==> config.mk <==
export PLATFORM = sky130hd
export DESIGN_NAME = fsm_state_rle_flat
export DESIGN_NICKNAME = d
export VERILOG_FILES = /design/src/rtl/fsm_state_rle_if.sv /design/src/rtl/fsm_state_rle.sv /design/src/flat_wrapper.sv
export SDC_FILE = /design/constraint.sdc
export NUM_CORES = 1
export LEC_CHECK = 0
export CAP_MARGIN = 25
export CORE_MARGIN = 5
export CORE_UTILIZATION = 40
export CTS_CLUSTER_SIZE = 16
export DETAILED_ROUTE_END_ITERATION = 16
export GPL_TIMING_DRIVEN = 0
export MAX_ROUTING_LAYER = met4
export SYNTH_ARGS = -nofsm -noshare
export SYNTH_HDL_FRONTEND = slang
export SYNTH_SLANG_ARGS = --single-unit
==> constraint.sdc <==
create_clock -name clock -period 5.35 [get_ports clock]
set_clock_uncertainty 0.15 [all_clocks]
set_input_delay 1.605 -clock clock [delete_from_list [all_inputs] [get_ports clock]]
set_output_delay 1.605 -clock clock [all_outputs]
set_load 0.02 [all_outputs]
==> src/rtl/fsm_state_rle_if.sv <==
// Record output port of the state-stream run-length encoder.
// The encoder drives valid/state/len; the trace consumer drives ready.
interface fsm_state_rle_if #(
  parameter int SW = 3,
  parameter int CW = 8
);
  logic          out_valid;
  logic          out_ready;
  logic [SW-1:0] out_state;
  logic [CW-1:0] out_len;

  modport master (output out_valid, output out_state, output out_len, input out_ready);
  modport slave  (input out_valid, input out_state, input out_len, output out_ready);
endinterface

==> src/rtl/fsm_state_rle.sv <==
// Run-length encoder for an FSM state stream.
// Sampled state codes are folded into {state, run length} records. Records
// are queued in a small registered FIFO and drained over a valid/ready port.
// Out-of-range codes are flagged but still encoded. Records that arrive
// while the FIFO is full are dropped and counted.
module fsm_state_rle #(
  parameter int SW         = 3,
  parameter int NUM_STATES = 7,
  parameter int CW         = 8,
  parameter int DEPTH      = 4
) (
  input  logic          clock,
  input  logic          reset,
  input  logic          en,
  input  logic [SW-1:0] y,
  input  logic          flush,
  fsm_state_rle_if.master out_if,
  output logic          illegal,
  output logic [7:0]    drop_count,
  output logic          overflow
);

  localparam int            AW      = (DEPTH > 1) ? $clog2(DEPTH) : 1;
  localparam logic [CW-1:0] LEN_MAX = '1;
  localparam logic [SW:0]   NS_L    = (SW+1)'(NUM_STATES);
  localparam logic [AW:0]   DEPTH_L = (AW+1)'(DEPTH);

  typedef struct packed {
    logic [SW-1:0] state;
    logic [CW-1:0] len;
  } rec_t;

  // run tracker
  logic          open_q, open_d;
  logic [SW-1:0] cur_state_q, cur_state_d;
  logic [CW-1:0] cur_len_q, cur_len_d;
  // status
  logic          illegal_q, illegal_d;
  logic [7:0]    drop_count_q, drop_count_d;
  logic          overflow_q, overflow_d;
  // fifo
  rec_t          mem_q [DEPTH];
  rec_t          mem_d [DEPTH];
  logic [AW-1:0] wptr_q, wptr_d;
  logic [AW-1:0] rptr_q, rptr_d;
  logic [AW:0]   count_q, count_d;

  logic push, pop, full, push_ok, drop;
  rec_t push_rec;

  // Run tracking: decide whether this cycle closes a run and what it holds.
  always_comb begin
    open_d      = open_q;
    cur_state_d = cur_state_q;
    cur_len_d   = cur_len_q;
    illegal_d   = illegal_q;
    push        = 1'b0;
    push_rec    = '{state: cur_state_q, len: cur_len_q};
    if (en) begin
      if ({1'b0, y} >= NS_L) illegal_d = 1'b1;
      if (!open_q) begin
        open_d      = 1'b1;
        cur_state_d = y;
        cur_len_d   = CW'(1);
      end else if (y != cur_state_q) begin
        push        = 1'b1;
        cur_state_d = y;
        cur_len_d   = CW'(1);
      end else if (cur_len_q == LEN_MAX) begin
        // Saturated run is emitted and a new run of the same state begins.
        push      = 1'b1;
        cur_len_d = CW'(1);
      end else begin
        cur_len_d = cur_len_q + CW'(1);
      end
    end else if (flush && open_q) begin
      push   = 1'b1;
      open_d = 1'b0;
    end
  end

  // FIFO bookkeeping: a pop frees a slot for a same-cycle push when full.
  always_comb begin
    mem_d        = mem_q;
    wptr_d       = wptr_q;
    rptr_d       = rptr_q;
    count_d      = count_q;
    drop_count_d = drop_count_q;
    overflow_d   = overflow_q;
    full         = (count_q == DEPTH_L);
    pop          = (count_q != '0) && out_if.out_ready;
    push_ok      = push && (!full || pop);
    drop         = push && full && !pop;
    if (push_ok) begin
      mem_d[wptr_q] = push_rec;
      wptr_d        = wptr_q + AW'(1);
    end
    if (pop) rptr_d = rptr_q + AW'(1);
    if (push_ok && !pop)      count_d = count_q + (AW+1)'(1);
    else if (pop && !push_ok) count_d = count_q - (AW+1)'(1);
    if (drop) begin
      overflow_d = 1'b1;
      if (drop_count_q != 8'hFF) drop_count_d = drop_count_q + 8'd1;
    end
  end

  // State register; reset discards the open run and all queued records.
  always_ff @(posedge clock) begin
    if (reset) begin
      open_q       <= 1'b0;
      cur_state_q  <= '0;
      cur_len_q    <= '0;
      illegal_q    <= 1'b0;
      drop_count_q <= '0;
      overflow_q   <= 1'b0;
      wptr_q       <= '0;
      rptr_q       <= '0;
      count_q      <= '0;
      for (int i = 0; i < DEPTH; i++) mem_q[i] <= '0;
    end else begin
      open_q       <= open_d;
      cur_state_q  <= cur_state_d;
      cur_len_q    <= cur_len_d;
      illegal_q    <= illegal_d;
      drop_count_q <= drop_count_d;
      overflow_q   <= overflow_d;
      wptr_q       <= wptr_d;
      rptr_q       <= rptr_d;
      count_q      <= count_d;
      mem_q        <= mem_d;
    end
  end

  // Head of the FIFO is presented straight from storage.
  always_comb begin
    out_if.out_valid = (count_q != '0);
    out_if.out_state = mem_q[rptr_q].state;
    out_if.out_len   = mem_q[rptr_q].len;
    illegal          = illegal_q;
    drop_count       = drop_count_q;
    overflow         = overflow_q;
  end

endmodule

==> src/flat_wrapper.sv <==
// flat-port wrapper written by rule: the top's interface ports become plain ports
module fsm_state_rle_flat 
#(
  parameter int SW         = 3,
  parameter int NUM_STATES = 7,
  parameter int CW         = 8,
  parameter int DEPTH      = 4
)
  (clock, reset, en, y, flush, illegal, drop_count, overflow, out_if_out_valid, out_if_out_state, out_if_out_len, out_if_out_ready);
  fsm_state_rle_if #(.SW(SW), .CW(CW)) out_if_i ();
  input  logic clock;
  input  logic reset;
  input  logic en;
  input  logic [SW-1:0] y;
  input  logic flush;
  output logic illegal;
  output logic [7:0] drop_count;
  output logic overflow;
  output wire logic [$bits(out_if_i.out_valid)-1:0] out_if_out_valid;
  output wire logic [$bits(out_if_i.out_state)-1:0] out_if_out_state;
  output wire logic [$bits(out_if_i.out_len)-1:0] out_if_out_len;
  input wire logic [$bits(out_if_i.out_ready)-1:0] out_if_out_ready;
  assign out_if_out_valid = out_if_i.out_valid;
  assign out_if_out_state = out_if_i.out_state;
  assign out_if_out_len = out_if_i.out_len;
  assign out_if_i.out_ready = out_if_out_ready;
  fsm_state_rle #(.SW(SW), .NUM_STATES(NUM_STATES), .CW(CW), .DEPTH(DEPTH)) u_core (.clock(clock), .reset(reset), .en(en), .y(y), .flush(flush), .out_if(out_if_i), .illegal(illegal), .drop_count(drop_count), .overflow(overflow));
endmodule
# After elaboration in Yosys (flattened, before gate mapping)

Cells that the tools add are included.

Bits in registers: 73
Input port bits: 8
Output and inout bits: 22
Word-level logic and storage cells: 72

$add $sub $neg: 6
$lt $le $gt $ge: 4
Eq/ne operators: 5
Multiplexer cells: 20
Bitwise operators: 2
Reductions and logical operators: 18

Operator list:

| kind                                                        | number |
|---|---|
| bitwise mux 44 bit                                          | 1 |
| two-way mux 11 bit                                          | 3 |
| two-way mux 8 bit                                           | 3 |
| binary-select mux 11 bit (select 2 bit)                     | 1 |
| demux 11 bit (select 2 bit)                                 | 1 |
| adder 8 x 1 -> 8 bit (second input constant)                | 2 |
| two-way mux 3 bit                                           | 4 |
| greater-or-equal comparator 3 bit (second input constant)   | 3 |
| == test 8 bit (second input constant)                       | 1 |
| logical AND 1 bit                                           | 8 |
| inequality test 8 bit (second input constant)               | 1 |
| two-way mux 1 bit                                           | 7 |
| inverter 2 -> 3 bit                                         | 2 |
| AND reduction 2 bit                                         | 3 |
| adder 2 x 1 -> 2 bit (second input constant)                | 2 |
| nonzero test 2 bit                                          | 2 |
| adder 3 x 1 -> 3 bit (second input constant)                | 1 |
| == test 3 bit (second input constant)                       | 1 |
| zero test 1 bit                                             | 3 |
| less-than comparator 3 x 1 -> 1 bit (second input constant) | 1 |
| inequality test 3 bit                                       | 1 |
| nonzero test 3 bit                                          | 1 |
| subtractor 3 x 1 -> 3 bit (second input constant)           | 1 |
| inequality test 2 bit (second input constant)               | 1 |
| logical OR 1 bit                                            | 1 |

# Logic depth before layout (Yosys ltp)

Word-level depth: 10
Gate-level depth with buffers: 11
Mapped depth without buffers: 11

# Least setup slack after synthesis

Ideal clock, no wire load.

Kind: input -> register
Start: in en
End: reg u_core.count_q[2]
Library setup time: 71 ps
Arrival: 3551 ps
Data required time: 5129 ps
Slack: 1578 ps
Stages on the path: 11
Path buffers: 1
Path through: buf_4 o21ai_0 nor2_1 o21ai_0 inv_1 ha_1 inv_1 fa_1 xor2_1 or3_1 a21oi_1

Word-level cells in the longest chain between the ends: 5
Elaborated cells between the ends (all ways): 7
Classes of those cells: 2 x mux; 5 x reduce/logical

RTL lines:

| item                                | line                 | source |
|---|---|---|
| from (decl)                         | flat_wrapper.sv:13   | `input logic en;` |
| two-way mux 1 bit (*)               | fsm_state_rle.sv:59  | `if (en) begin` |
| logical AND 1 bit (*)               | fsm_state_rle.sv:92  | `push_ok = push && (!full \|\| pop);` |
| via u_core.push_ok                  | fsm_state_rle.sv:48  | `logic push, pop, full, push_ok, drop;` |
| zero test 1 bit                     | fsm_state_rle.sv:100 | `else if (pop && !push_ok) count_d = count_q - (AW+1)'(1);` |
| logical AND 1 bit                   | fsm_state_rle.sv:100 |  |
| nonzero test 2 bit (no source line) | -                    |  |
| to (signal assigned)                | fsm_state_rle.sv:129 | `count_q <= count_d;` |
| to (decl)                           | fsm_state_rle.sv:46  | `logic [AW:0] count_q, count_d;` |

Mark *: on every way through the listed nets, which the timed path passes. The rest lies on a longest branch.
A chain may end at the register's enable or synchronous reset.

# Worst setup path in the final report

Start: reg u_core.rptr_q[1]
End: out out_if_out_state[1]

Word-level cells in the longest chain between the ends: 4

RTL lines:

| item                                                   | line                 | source |
|---|---|---|
| from (decl)                                            | fsm_state_rle.sv:45  | `logic [AW-1:0] rptr_q, rptr_d;` |
| from (signal assigned)                                 | fsm_state_rle.sv:128 | `rptr_q <= rptr_d;` |
| inverter 2 -> 3 bit (not written as such)              | fsm_state_rle.sv:137 | `out_if.out_state = mem_q[rptr_q].state;` |
| binary-select mux 11 bit (select 2 bit)                | fsm_state_rle.sv:137 |  |
| two-way mux 11 bit (not written as such) (2 in series) | fsm_state_rle.sv:137 |  |
| to (decl)                                              | flat_wrapper.sv:20   | `output wire logic [$bits(out_if_i.out_state)-1:0] out_if_out_state;` |

Every way passes these cells. The select of a mux whose other input is x is not followed.

==> impl_results.md <==
* Hold buffers post-CTS at 0
* Min Tclk post-route at 4.32 ns
* Sw Ratio at 27.9%
* Worst path slowest cell: buf_1
* Vias in the first global route at 2337
* Yosys reg bits at 73
* Reg power frac at 48.1%
* I/O pins at 30
* Int Pwr at 0.881 mW
* Share of cells above drive strength 1 at 11.8%
* Antenna Cells at 0
* Final nets at 375
* Antenna violations before repair at 0
* WL per Instance at 15.2 um
* Most frequent cells in the layout: dfxtp_1, nor2_1, mux2i_1
* Final HPWL from detailed placement at 4.93 mm
* H-tree depth at 3
* Design area at 3940 sq um
* Final hold vios at 0
* TritonCTS clock tree: done
* Startpoint Class: register
* Reg2Reg Depth at 11
* Via count at 2380
* Vias/cell at 5.07
* Worst hold path depth at 2
* Main area contributors after synthesis: dfxtp_1, mux2i_1, mux4_2, nor2_1, ha_1
* Top cell type's share of synthesized area at 43.9%
* Syn avg cell area at 10.4 sq um
* Die W at 101 um
* Most common cell after layout, fill and taps aside: dfxtp_1
* CP required at 3.60 ns
* Synth Flop Type: dfxtp_1
* Gate power share at 16.0%
* Clock Latency Late Sink at 0.34 ns
* # DRC at 0
* Post-DP Area at 3730 sq um
* Synth cell types at 39
* Largest delay share family, worst path: buffers and inverters
* Clock Path Buffers at 2
* Register-to-register setup slack at 2.28 ns
* Largest net degree at the start of global routing at 14
* Synthesized area at 3330 sq um
* Crit end category: output pin
* # rows at 33
* TNS Setup at 0 ns
* Routed wire length at 7.15 mm
* Pwr per Cell Area at 310 nW/um^2
* First DRT Iteration DRCs at 66
* Die Area at 10300 sq um
* Post-cts sizing count at 0
* Syn. warnings at 0
* Worst slew pin tran at 0.832 ns
* Sw Pwr at 0.340 mW
* FFs w/ async S/R, synth at 0%
* Placed Instances at 453
* Register area share after synthesis at 43.9%
* Fin. max-slew vios at 0
* CTS root buf: clkbuf_8
* Area Overhead vs Synth at 18.2%
* Die H at 101 um
* Reg clk slew, reported paths at 0.07 ns
* Non-Filler Instances at 469
* CTS buffer count at 9
* Leakage at 1.73 nW
* Number of fill cells at 805
* Crit path max fanout at 10
* Total setup buffers inserted after CTS at 0
* Hold path endpoint: u_core.overflow$_SDFFE_PP0P_
* Max stage delay on crit path at 0.65 ns
* Post-Syn Nets at 337
* Sink Count at 73
* Area of the core at 8180 sq um
* Fin crit share at 80.7%
* Routed Antenna Nets at 0
* CP Buf/Inv Count at 2
* Maxcap violations at 0
* Global-route wire length before repair at 11.9 mm
* Final hold slack at 0.302 ns
* Setup violations, final at 0
* Clock power share at 35.9%
* RePlAce Congestion at 0.763
* Port Buffer Count at 27
* Mapped Cells at 321
* WP data arrival at 2.56 ns
* Relative slew slack at 44.5%
* VDD IR max at 217 uV
* Status: finished, final reports clean
* Hold path startpoint: u_core.overflow$_SDFFE_PP0P_
* Fmax at 232 MHz
* Min-Delay Path Class: reg -> reg
* Setup Crit Path Kind: reg -> out
* GRT overflow at 0
* RSZ-0062 raised after global routing: no
* Initial Utilization at 40.7%
* Drt pass-1 iters at 4
* Total GRT Usage at 15.5%
* EDFF count, synth at 0
* Synth area leader: dfxtp_1
* R2r startpoint: u_core.cur_len_q[0]$_SDFFE_PP0P_
* Reg2Reg Capture Point: u_core.count_q[2]$_SDFFE_PP0P_
* PnR Total Power at 1.22 mW
* Worst path cell trace: buf_1, mux4_2, clkdlybuf4s50_1
## metrics by stage
stage | util (%) | setup slack (ns)
2_1_floorplan | - | 1.58
3_3_place_gp | 45.7 | 0.921
3_5_place_dp | 45.7 | 0.893
4_1_cts | 48.2 | 0.955
5_1_grt | 48.2 | 0.875
6_report | 48.2 | 1.03
## logic make-up (layout without fill, tap and decap cells)
kind of cell	Yosys count	after routing	share of synthesized area [%]
and+or+nand+nor	104	104	14.9
xor gates and xnor gates	14	14	3.68
muxes	61	61	22.5
DFF	73	73	43.9
AOI/OAI and AO/OA	33	33	6.95
buffers and inverters	28	71	4.88
adders and majority gates	8	8	3.23
## worst max path at each step
| stage | to | cells past startpoint | slack [ns] | start |
|---|---|---|---|---|
| global route | out_if_out_state[1] | 3 | 0.88 | u_core.rptr_q[1]$_SDFFE_PP0P_ |
| floorplan | u_core.count_q[2]$_SDFFE_PP0P_ | 11 | 1.58 | en |
| detailed placement | u_core.count_q[2]$_SDFFE_PP0P_ | 11 | 0.89 | flush |
| finish | out_if_out_state[1] | 3 | 1.03 | u_core.rptr_q[1]$_SDFFE_PP0P_ |
| CTS | out_if_out_state[1] | 3 | 0.96 | u_core.rptr_q[1]$_SDFFE_PP0P_ |
| global placement | u_core.count_q[2]$_SDFFE_PP0P_ | 11 | 0.92 | flush |
## registers in the layout, indices dropped and copies added, names as in the netlist
register	count
u_core.cur_state_q	3
u_core.open_q	1
u_core.overflow	1
u_core.mem_q	44
u_core.rptr_q	2
u_core.drop_count	8
u_core.count_q	3
u_core.cur_len_q	8
u_core.illegal	1
u_core.wptr_q	2
## power groups by stage
| stage | combinational [mW] | clock (mW) | sequential [mW] |
|---|---|---|---|
| final | 0.195 | 0.438 | 0.588 |
| after global routing | 0.217 | 0.479 | 0.593 |
| after CTS | 0.198 | 0.453 | 0.588 |
| after detailed placement | 0.197 | 0 | 0.601 |
| after global placement | 0.195 | 0 | 0.601 |
| after floorplan | 0.141 | 0 | 0.596 |
## worst min-delay path: stages (launching register included)
cell and delay (ns):
dfxtp_1 0.32, inv_1 0.05, a21oi_1 0.05
## Yosys cell counts (2+ instances only)
cell type,n
mux2i_1,50
or4_1,4
nand4b_1,2
buf_4,5
nand2_1,9
nor2_1,65
nand4_1,4
a21oi_1,10
nand3_1,6
mux4_2,11
o21ai_0,9
xnor2_1,4
inv_1,8
a41oi_1,2
or3_1,4
buf_1,2
dfxtp_1,73
nand2b_1,2
clkbuf_1,9
ha_1,7
o211ai_1,4
xor2_1,10
o31ai_1,4
clkbuf_8,2
## area by class of cell
| type | instances | area [sq um] | area share (%) |
|---|---|---|---|
| Clock inverter | 6 | 67.6 | 1.72 |
| Multi-Input combinational cell | 220 | 1710 | 43.3 |
| Tap cell | 105 | 131 | 3.34 |
| Buffer | 20 | 133 | 3.37 |
| Timing Repair Buffer | 27 | 270 | 6.86 |
| Sequential cell | 73 | 1460 | 37.1 |
| Inverter | 8 | 30.0 | 0.763 |
| Clock buffer | 10 | 138 | 3.50 |
## per-layer routing
metal	routed length (um)	part of all wire, %	track usage [%]
met3	236	3.3	4.34
met4	77	1.1	3.37
met5	0	0	-
met2	3430	48	24.7
met1	3400	48	19.6
(Power assumes the default switching activity.)
